--- config.mk ---
export PLATFORM = sky130hd
export DESIGN_NAME = regfile_mp_sb_flat
export DESIGN_NICKNAME = d
export VERILOG_FILES = /design/src/rtl/regfile_mp_sb_if.sv /design/src/rtl/regfile_mp_sb.sv /design/src/flat_wrapper.sv
export SDC_FILE = /design/constraint.sdc
export NUM_CORES = 2
export LEC_CHECK = 0
export ABC_AREA = 0
export CORE_ASPECT_RATIO = 0.75
export CORE_MARGIN = 5
export CORE_UTILIZATION = 55
export CTS_BUF_LIST = sky130_fd_sc_hd__clkbuf_4 sky130_fd_sc_hd__clkbuf_8
export CTS_CLUSTER_SIZE = 30
export DETAILED_ROUTE_END_ITERATION = 6
export PLACE_DENSITY = 0.76
export SYNTH_ARGS = -nofsm -noshare
export SYNTH_HDL_FRONTEND = slang
export SYNTH_SLANG_ARGS = --single-unit
--- constraint.sdc ---
create_clock -name clk -period 42.8 [get_ports clk]
set_input_delay 8.56 -clock clk [delete_from_list [all_inputs] [get_ports clk]]
set_output_delay 8.56 -clock clk [all_outputs]
set_load 0.03 [all_outputs]
--- src/rtl/regfile_mp_sb_if.sv ---
// Register file bus: decode-side reads and busy checks, writeback ports A/B and scoreboard set.
// The master drives addresses and writes; the slave (the register file) returns data and status.
interface regfile_mp_sb_if #(
  parameter int XLEN = 32,
  parameter int AW   = 5
);
  logic [AW-1:0]   rs1_addr;
  logic [AW-1:0]   rs2_addr;
  logic [XLEN-1:0] rs1_data;
  logic [XLEN-1:0] rs2_data;
  logic            rs1_busy;
  logic            rs2_busy;
  logic            wa_en;
  logic [AW-1:0]   wa_addr;
  logic [XLEN-1:0] wa_data;
  logic            wb_en;
  logic [AW-1:0]   wb_addr;
  logic [XLEN-1:0] wb_data;
  logic            sb_set;
  logic [AW-1:0]   sb_addr;
  logic            sb_dup;

  modport master (
    output rs1_addr, rs2_addr, wa_en, wa_addr, wa_data,
           wb_en, wb_addr, wb_data, sb_set, sb_addr,
    input  rs1_data, rs2_data, rs1_busy, rs2_busy, sb_dup
  );

  modport slave (
    input  rs1_addr, rs2_addr, wa_en, wa_addr, wa_data,
           wb_en, wb_addr, wb_data, sb_set, sb_addr,
    output rs1_data, rs2_data, rs1_busy, rs2_busy, sb_dup
  );
endinterface

--- src/rtl/regfile_mp_sb.sv ---
// Integer register file with two read ports, two write ports (A: execute, B: load)
// and a per-register pending-load scoreboard; x0 reads as zero and is never busy.
module regfile_mp_sb #(
  parameter int XLEN   = 32,
  parameter int NREGS  = 32,
  parameter int BYPASS = 1
) (
  input  logic          clk,
  input  logic          reset,
  regfile_mp_sb_if.slave bus
);
  localparam int   AW        = $clog2(NREGS);
  localparam logic BYPASS_ON = (BYPASS != 0);

  logic [XLEN-1:0]  regs [NREGS];
  logic [NREGS-1:0] busy;
  logic [NREGS-1:0] busy_next;
  logic             dup_next;
  logic             wa_hit_nz;
  logic             wb_store;

  assign wa_hit_nz = bus.wa_en && (bus.wa_addr != '0);
  // Port A owns a colliding write; port B only stores when it does not collide.
  assign wb_store  = bus.wb_en && (bus.wb_addr != '0)
                     && !(bus.wa_en && (bus.wa_addr == bus.wb_addr));

  always_ff @(posedge clk or posedge reset) begin
    if (reset) begin
      for (int i = 0; i < NREGS; i++) regs[i] <= '0;
    end else begin
      if (wa_hit_nz) regs[bus.wa_addr] <= bus.wa_data;
      if (wb_store)  regs[bus.wb_addr] <= bus.wb_data;
    end
  end

  // Clear from the retiring load first so a new load to the same register wins.
  always_comb begin
    busy_next = busy;
    if (bus.wb_en)  busy_next[bus.wb_addr] = 1'b0;
    if (bus.sb_set) busy_next[bus.sb_addr] = 1'b1;
    busy_next[0] = 1'b0;
  end

  assign dup_next = bus.sb_set && (bus.sb_addr != '0) && busy[bus.sb_addr]
                    && !(bus.wb_en && (bus.wb_addr == bus.sb_addr));

  always_ff @(posedge clk or posedge reset) begin
    if (reset) begin
      busy       <= '0;
      bus.sb_dup <= 1'b0;
    end else begin
      busy       <= busy_next;
      bus.sb_dup <= dup_next;
    end
  end

  function automatic logic [XLEN-1:0] read_port(input logic [AW-1:0] addr);
    logic [XLEN-1:0] val;
    val = regs[addr];
    if (BYPASS_ON) begin
      if (bus.wb_en && (bus.wb_addr == addr)) val = bus.wb_data;
      if (bus.wa_en && (bus.wa_addr == addr)) val = bus.wa_data;
    end
    if (addr == '0) val = '0;
    return val;
  endfunction

  // A register being filled by port B this cycle is not busy, unless a new load re-marks it.
  function automatic logic busy_port(input logic [AW-1:0] addr);
    logic fwd;
    fwd = BYPASS_ON && bus.wb_en && (bus.wb_addr == addr)
          && !(bus.sb_set && (bus.sb_addr == addr));
    return busy[addr] && !fwd;
  endfunction

  always_comb begin
    bus.rs1_data = read_port(bus.rs1_addr);
    bus.rs2_data = read_port(bus.rs2_addr);
    bus.rs1_busy = busy_port(bus.rs1_addr);
    bus.rs2_busy = busy_port(bus.rs2_addr);
  end
endmodule
--- src/flat_wrapper.sv ---
// flat-port wrapper written by rule: the top's interface ports become plain ports
module regfile_mp_sb_flat 
#(
  parameter int XLEN   = 32,
  parameter int NREGS  = 32,
  parameter int BYPASS = 1
)
  (clk, reset, bus_rs1_addr, bus_rs2_addr, bus_wa_en, bus_wa_addr, bus_wa_data, bus_wb_en, bus_wb_addr, bus_wb_data, bus_sb_set, bus_sb_addr, bus_rs1_data, bus_rs2_data, bus_rs1_busy, bus_rs2_busy, bus_sb_dup);
  regfile_mp_sb_if #(.XLEN(XLEN)) bus_i ();
  input  logic clk;
  input  logic reset;
  input wire logic [$bits(bus_i.rs1_addr)-1:0] bus_rs1_addr;
  input wire logic [$bits(bus_i.rs2_addr)-1:0] bus_rs2_addr;
  input wire logic [$bits(bus_i.wa_en)-1:0] bus_wa_en;
  input wire logic [$bits(bus_i.wa_addr)-1:0] bus_wa_addr;
  input wire logic [$bits(bus_i.wa_data)-1:0] bus_wa_data;
  input wire logic [$bits(bus_i.wb_en)-1:0] bus_wb_en;
  input wire logic [$bits(bus_i.wb_addr)-1:0] bus_wb_addr;
  input wire logic [$bits(bus_i.wb_data)-1:0] bus_wb_data;
  input wire logic [$bits(bus_i.sb_set)-1:0] bus_sb_set;
  input wire logic [$bits(bus_i.sb_addr)-1:0] bus_sb_addr;
  output wire logic [$bits(bus_i.rs1_data)-1:0] bus_rs1_data;
  output wire logic [$bits(bus_i.rs2_data)-1:0] bus_rs2_data;
  output wire logic [$bits(bus_i.rs1_busy)-1:0] bus_rs1_busy;
  output wire logic [$bits(bus_i.rs2_busy)-1:0] bus_rs2_busy;
  output wire logic [$bits(bus_i.sb_dup)-1:0] bus_sb_dup;
  assign bus_i.rs1_addr = bus_rs1_addr;
  assign bus_i.rs2_addr = bus_rs2_addr;
  assign bus_i.wa_en = bus_wa_en;
  assign bus_i.wa_addr = bus_wa_addr;
  assign bus_i.wa_data = bus_wa_data;
  assign bus_i.wb_en = bus_wb_en;
  assign bus_i.wb_addr = bus_wb_addr;
  assign bus_i.wb_data = bus_wb_data;
  assign bus_i.sb_set = bus_sb_set;
  assign bus_i.sb_addr = bus_sb_addr;
  assign bus_rs1_data = bus_i.rs1_data;
  assign bus_rs2_data = bus_i.rs2_data;
  assign bus_rs1_busy = bus_i.rs1_busy;
  assign bus_rs2_busy = bus_i.rs2_busy;
  assign bus_sb_dup = bus_i.sb_dup;
  regfile_mp_sb #(.XLEN(XLEN), .NREGS(NREGS), .BYPASS(BYPASS)) u_core (.clk(clk), .reset(reset), .bus(bus_i));
endmodule
==> results.md <==
* Status: finished with violations
* Violated checks: design-rule violations, max-capacitance violations, max-slew violations
* Fin crit share at 0.547
* CP max FO at 65
* Die extent in y at 314 um
* Max Freq at 42.7 MHz
* Worst EP required at 34.24 ns
* Fin util at 0.603
* Seq pwr share at 0.431
* PwrDens at 47.2 nW/um^2
* Post-cts sizing count at 0
* Leakage at 32.0 nW
* Setup bufs post-CTS at 0
* Psw at 0.00117 W
* Worst reg2reg setup slack at 41.23 ns
* Hold_sp: u_core.regs[999]
* Number of DRC markers in iteration 0 at 11900
* Critical path class: in -> out
* Hold endpoint: u_core.regs[999]
* Clock transition at path regs at 0.06 ns
* Number of fill cells in the layout at 9770
* Startpoint class of the critical path: input pin
* Mean post-synth cell area at 10.7 um^2
* IO Port Bufs at 160
* Starting density of the core at 0.555
* Die Span X at 416 um
* Worst slack, placed at 20.12 ns
* Max Cap Viol at 3
* Largest net degree at the start of global routing at 180
* CP max stage cell: nand3_1
* Switch share at 0.337
* Relative slew slack at -0.105
* Layout cells sized above 1 at 0.189
* Final setup violation count at 0
* CTS tree: built
* Htree depth at 4
* Total clock buffers created by CTS at 164
* Crit path DAT at 14.86 ns
* Skew final at 0.00582 ns
* Num rows at 111
* Post-DP HPWL at 152 mm
* Post-synthesis register bit count at 1056
* Initial antenna violation count at 26
* Core area at 122000 um^2
* Vias in the first global route at 56000
* Synth async-reset ratio at 1.00
* Total Neg Setup Slack at 0 ns
* Worst-path cell chain: buf_8, buf_4, or3_1, nor3_4, a21oi_2, nand3_1, o221ai_1, clkdlybuf4s50_1
* Buf/Inv on CP at 3
* Gr ovfl total at 0
* Worst path max stage delay at 1.48 ns
* Area leader, netlist: dfrtp_1
* Setup slack after layout at 19.38 ns
* Global-route wire length before repair at 389 mm
* FF-to-FF End: u_core.bus.sb_dup
* RSZ-0062 raised after global routing: no
* Final Hold Fails at 0
* Max Buffers Root-to-Sink at 3
* Post-synthesis sequential area ratio at 0.389
* Number of flops mapped to enable cells by yosys at 0
* Synthesized instance count at 6365
* Root buf cell: clkbuf_8
* Clk pwr share at 0.269
* FF-to-FF path depth at 4
* Top_reg_cell synth: dfrtp_1
* Drt pass-1 iters at 7
* Tightest Pin Transition at 1.65 ns
* Tot GR Track Use at 0.407
* Post-synth top area share at 0.389
* Gpl congestion at 0.947
* Post-Route WL at 272 mm
* Largest cells by area after synthesis: dfrtp_1, mux4_2, mux2i_1
* Post-DR vias/cell at 7.47
* Synth Cell Area at 67900 um^2
* CTS Sinks at 1056
* Syn_nets at 6459
* Worst Setup End Kind: output pin
* Pins Over Slew Limit at 24
* Synth-to-Final Area Change at 8.63%
* Die ar. at 131000 um^2
* Layout Nets at 6150
* Reg2reg start: u_core.busy[8]
* Minimum clock period at 23.42 ns
* Detail Route Antenna Nets at 0
* Yosys warns at 0
* Wire per inst at 34.7 um
* Hold buffer count at cts at 0
* Number of cells on the worst hold path at 0
* Peak supply drop at 0.0447 mV
* Routed vias at 58500
* Comb power frac at 0.300
* Hold crit path type: reg -> reg
* Internal power at 0.00231 W
* Drc violations at 22
* Yosys cell types at 60
* Critical path's top delay family: compound AO/OA/AOI/OAI gates
* Clock Latency Late Sink at 0.92 ns
* IO Count at 161
[Yosys cell counts (10+ instances only)]
cell type,count
a21oi_1,1010
a22oi_1,38
a31oi_1,14
and2_1,10
buf_1,86
buf_2,229
buf_4,14
clkbuf_1,486
dfrtp_1,1056
inv_1,35
mux2_2,19
mux2i_1,1107
mux4_2,568
nand2_1,81
nand3_1,36
nand3b_1,22
nand4_1,11
nor2_1,1017
nor2b_1,11
nor3_1,77
nor4_1,13
o2111ai_2,20
o211ai_2,10
o21ai_0,94
o221ai_1,16
o22ai_1,57
o2bb2ai_1,27
o31a_1,17
or3_1,14
xnor2_1,20
xor2_1,20
[metrics by stage]
step	hold WS [ns]	cell area, um^2	std cells	total power, W
global route	0.408	73700	7830	0.00360
CTS	0.399	73600	7816	0.00343
detailed placement	0.385	70200	7527	0.00251
finish	0.401	73700	7842	0.00348
floorplan	0.441	67900	6365	0.00220
global placement	0.376	70100	7527	0.00245
[registers in the layout (all words and copies together), names as in the netlist]
signal and flops:
u_core.regs 1024, u_core.bus.sb_dup 1, u_core.busy 31
[worst max-delay path by stage]
stage	slack, ns	start	to	cells past startpoint
detailed placement	20.12	bus_rs1_addr[2]	bus_rs1_data[4]	8
CTS	20.12	bus_rs1_addr[2]	bus_rs1_data[4]	8
global route	19.73	bus_rs1_addr[2]	bus_rs1_data[28]	8
floorplan	4.52	reset	u_core.bus.sb_dup	1
global placement	20.20	bus_rs1_addr[2]	bus_rs1_data[4]	8
finish	19.38	bus_rs1_addr[2]	bus_rs1_data[28]	8
[area by class of cell]
class / instances / area, um^2 / share of cell area
Sequential cell: 1056 / 26400 / 0.358
Antenna cell: 25 / 62.6 / 0.000848
Multi-Input combinational cell: 4453 / 38500 / 0.522
Inverter: 38 / 151 / 0.00205
Clock inverter: 24 / 180 / 0.00244
Timing Repair Buffer: 343 / 3040 / 0.0412
Tap cell: 1638 / 2050 / 0.0278
Clock buffer: 265 / 3320 / 0.0450
[cell families after synthesis]
logic type      count (synthesis)  synth area share
buf+inv                       856            0.0524
simple gates                 1337            0.0820
compound gates               1375             0.115
xor+xnor                       40           0.00516
flops                        1056             0.389
mux                          1701             0.356
[power by group through the flow]
stage / Clock, W / Sequential (W) / Combinational, W
global placement: 0 / 0.00147 / 0.000984
finish: 0.000937 / 0.00150 / 0.00104
global route: 0.000978 / 0.00152 / 0.00110
CTS: 0.000931 / 0.00148 / 0.00102
floorplan: 0 / 0.00142 / 0.000772
detailed placement: 0 / 0.00149 / 0.00102
[placed cells by master (no fill, tap or decap), types with 15 or more instances in the layout]
master | synthesis | final
a21oi_1 | 1010 | 1007
a22oi_1 | 38 | 38
buf_4 | 14 | 179
clkbuf_4 | 0 | 53
clkbuf_8 | 0 | 212
clkdlybuf4s50_1 | 0 | 148
dfrtp_1 | 1056 | 1056
diode_2 | 0 | 25
inv_1 | 35 | 34
mux2_2 | 19 | 19
mux2i_1 | 1107 | 1107
mux4_2 | 568 | 568
nand2_1 | 81 | 64
nand2_4 | 0 | 15
nand3_1 | 36 | 36
nand3b_1 | 22 | 22
nor2_1 | 1017 | 1001
nor2_4 | 0 | 15
nor3_1 | 77 | 75
o2111ai_4 | 0 | 20
o21ai_0 | 94 | 93
o221ai_1 | 16 | 16
o22ai_1 | 57 | 57
o2bb2ai_1 | 27 | 27
o31a_1 | 17 | 17
xnor2_1 | 20 | 20
xor2_1 | 20 | 20
[layer usage]
layer / share of wire / global-route usage / routed length [um]
met2: 0.40 / 0.549 / 108000
met1: 0.33 / 0.508 / 90500
met3: 0.18 / 0.213 / 49700
met4: 0.085 / 0.272 / 23000
met5: 0.0012 / 0 / 326
No activity file was read; power rests on OpenSTA's default activity.
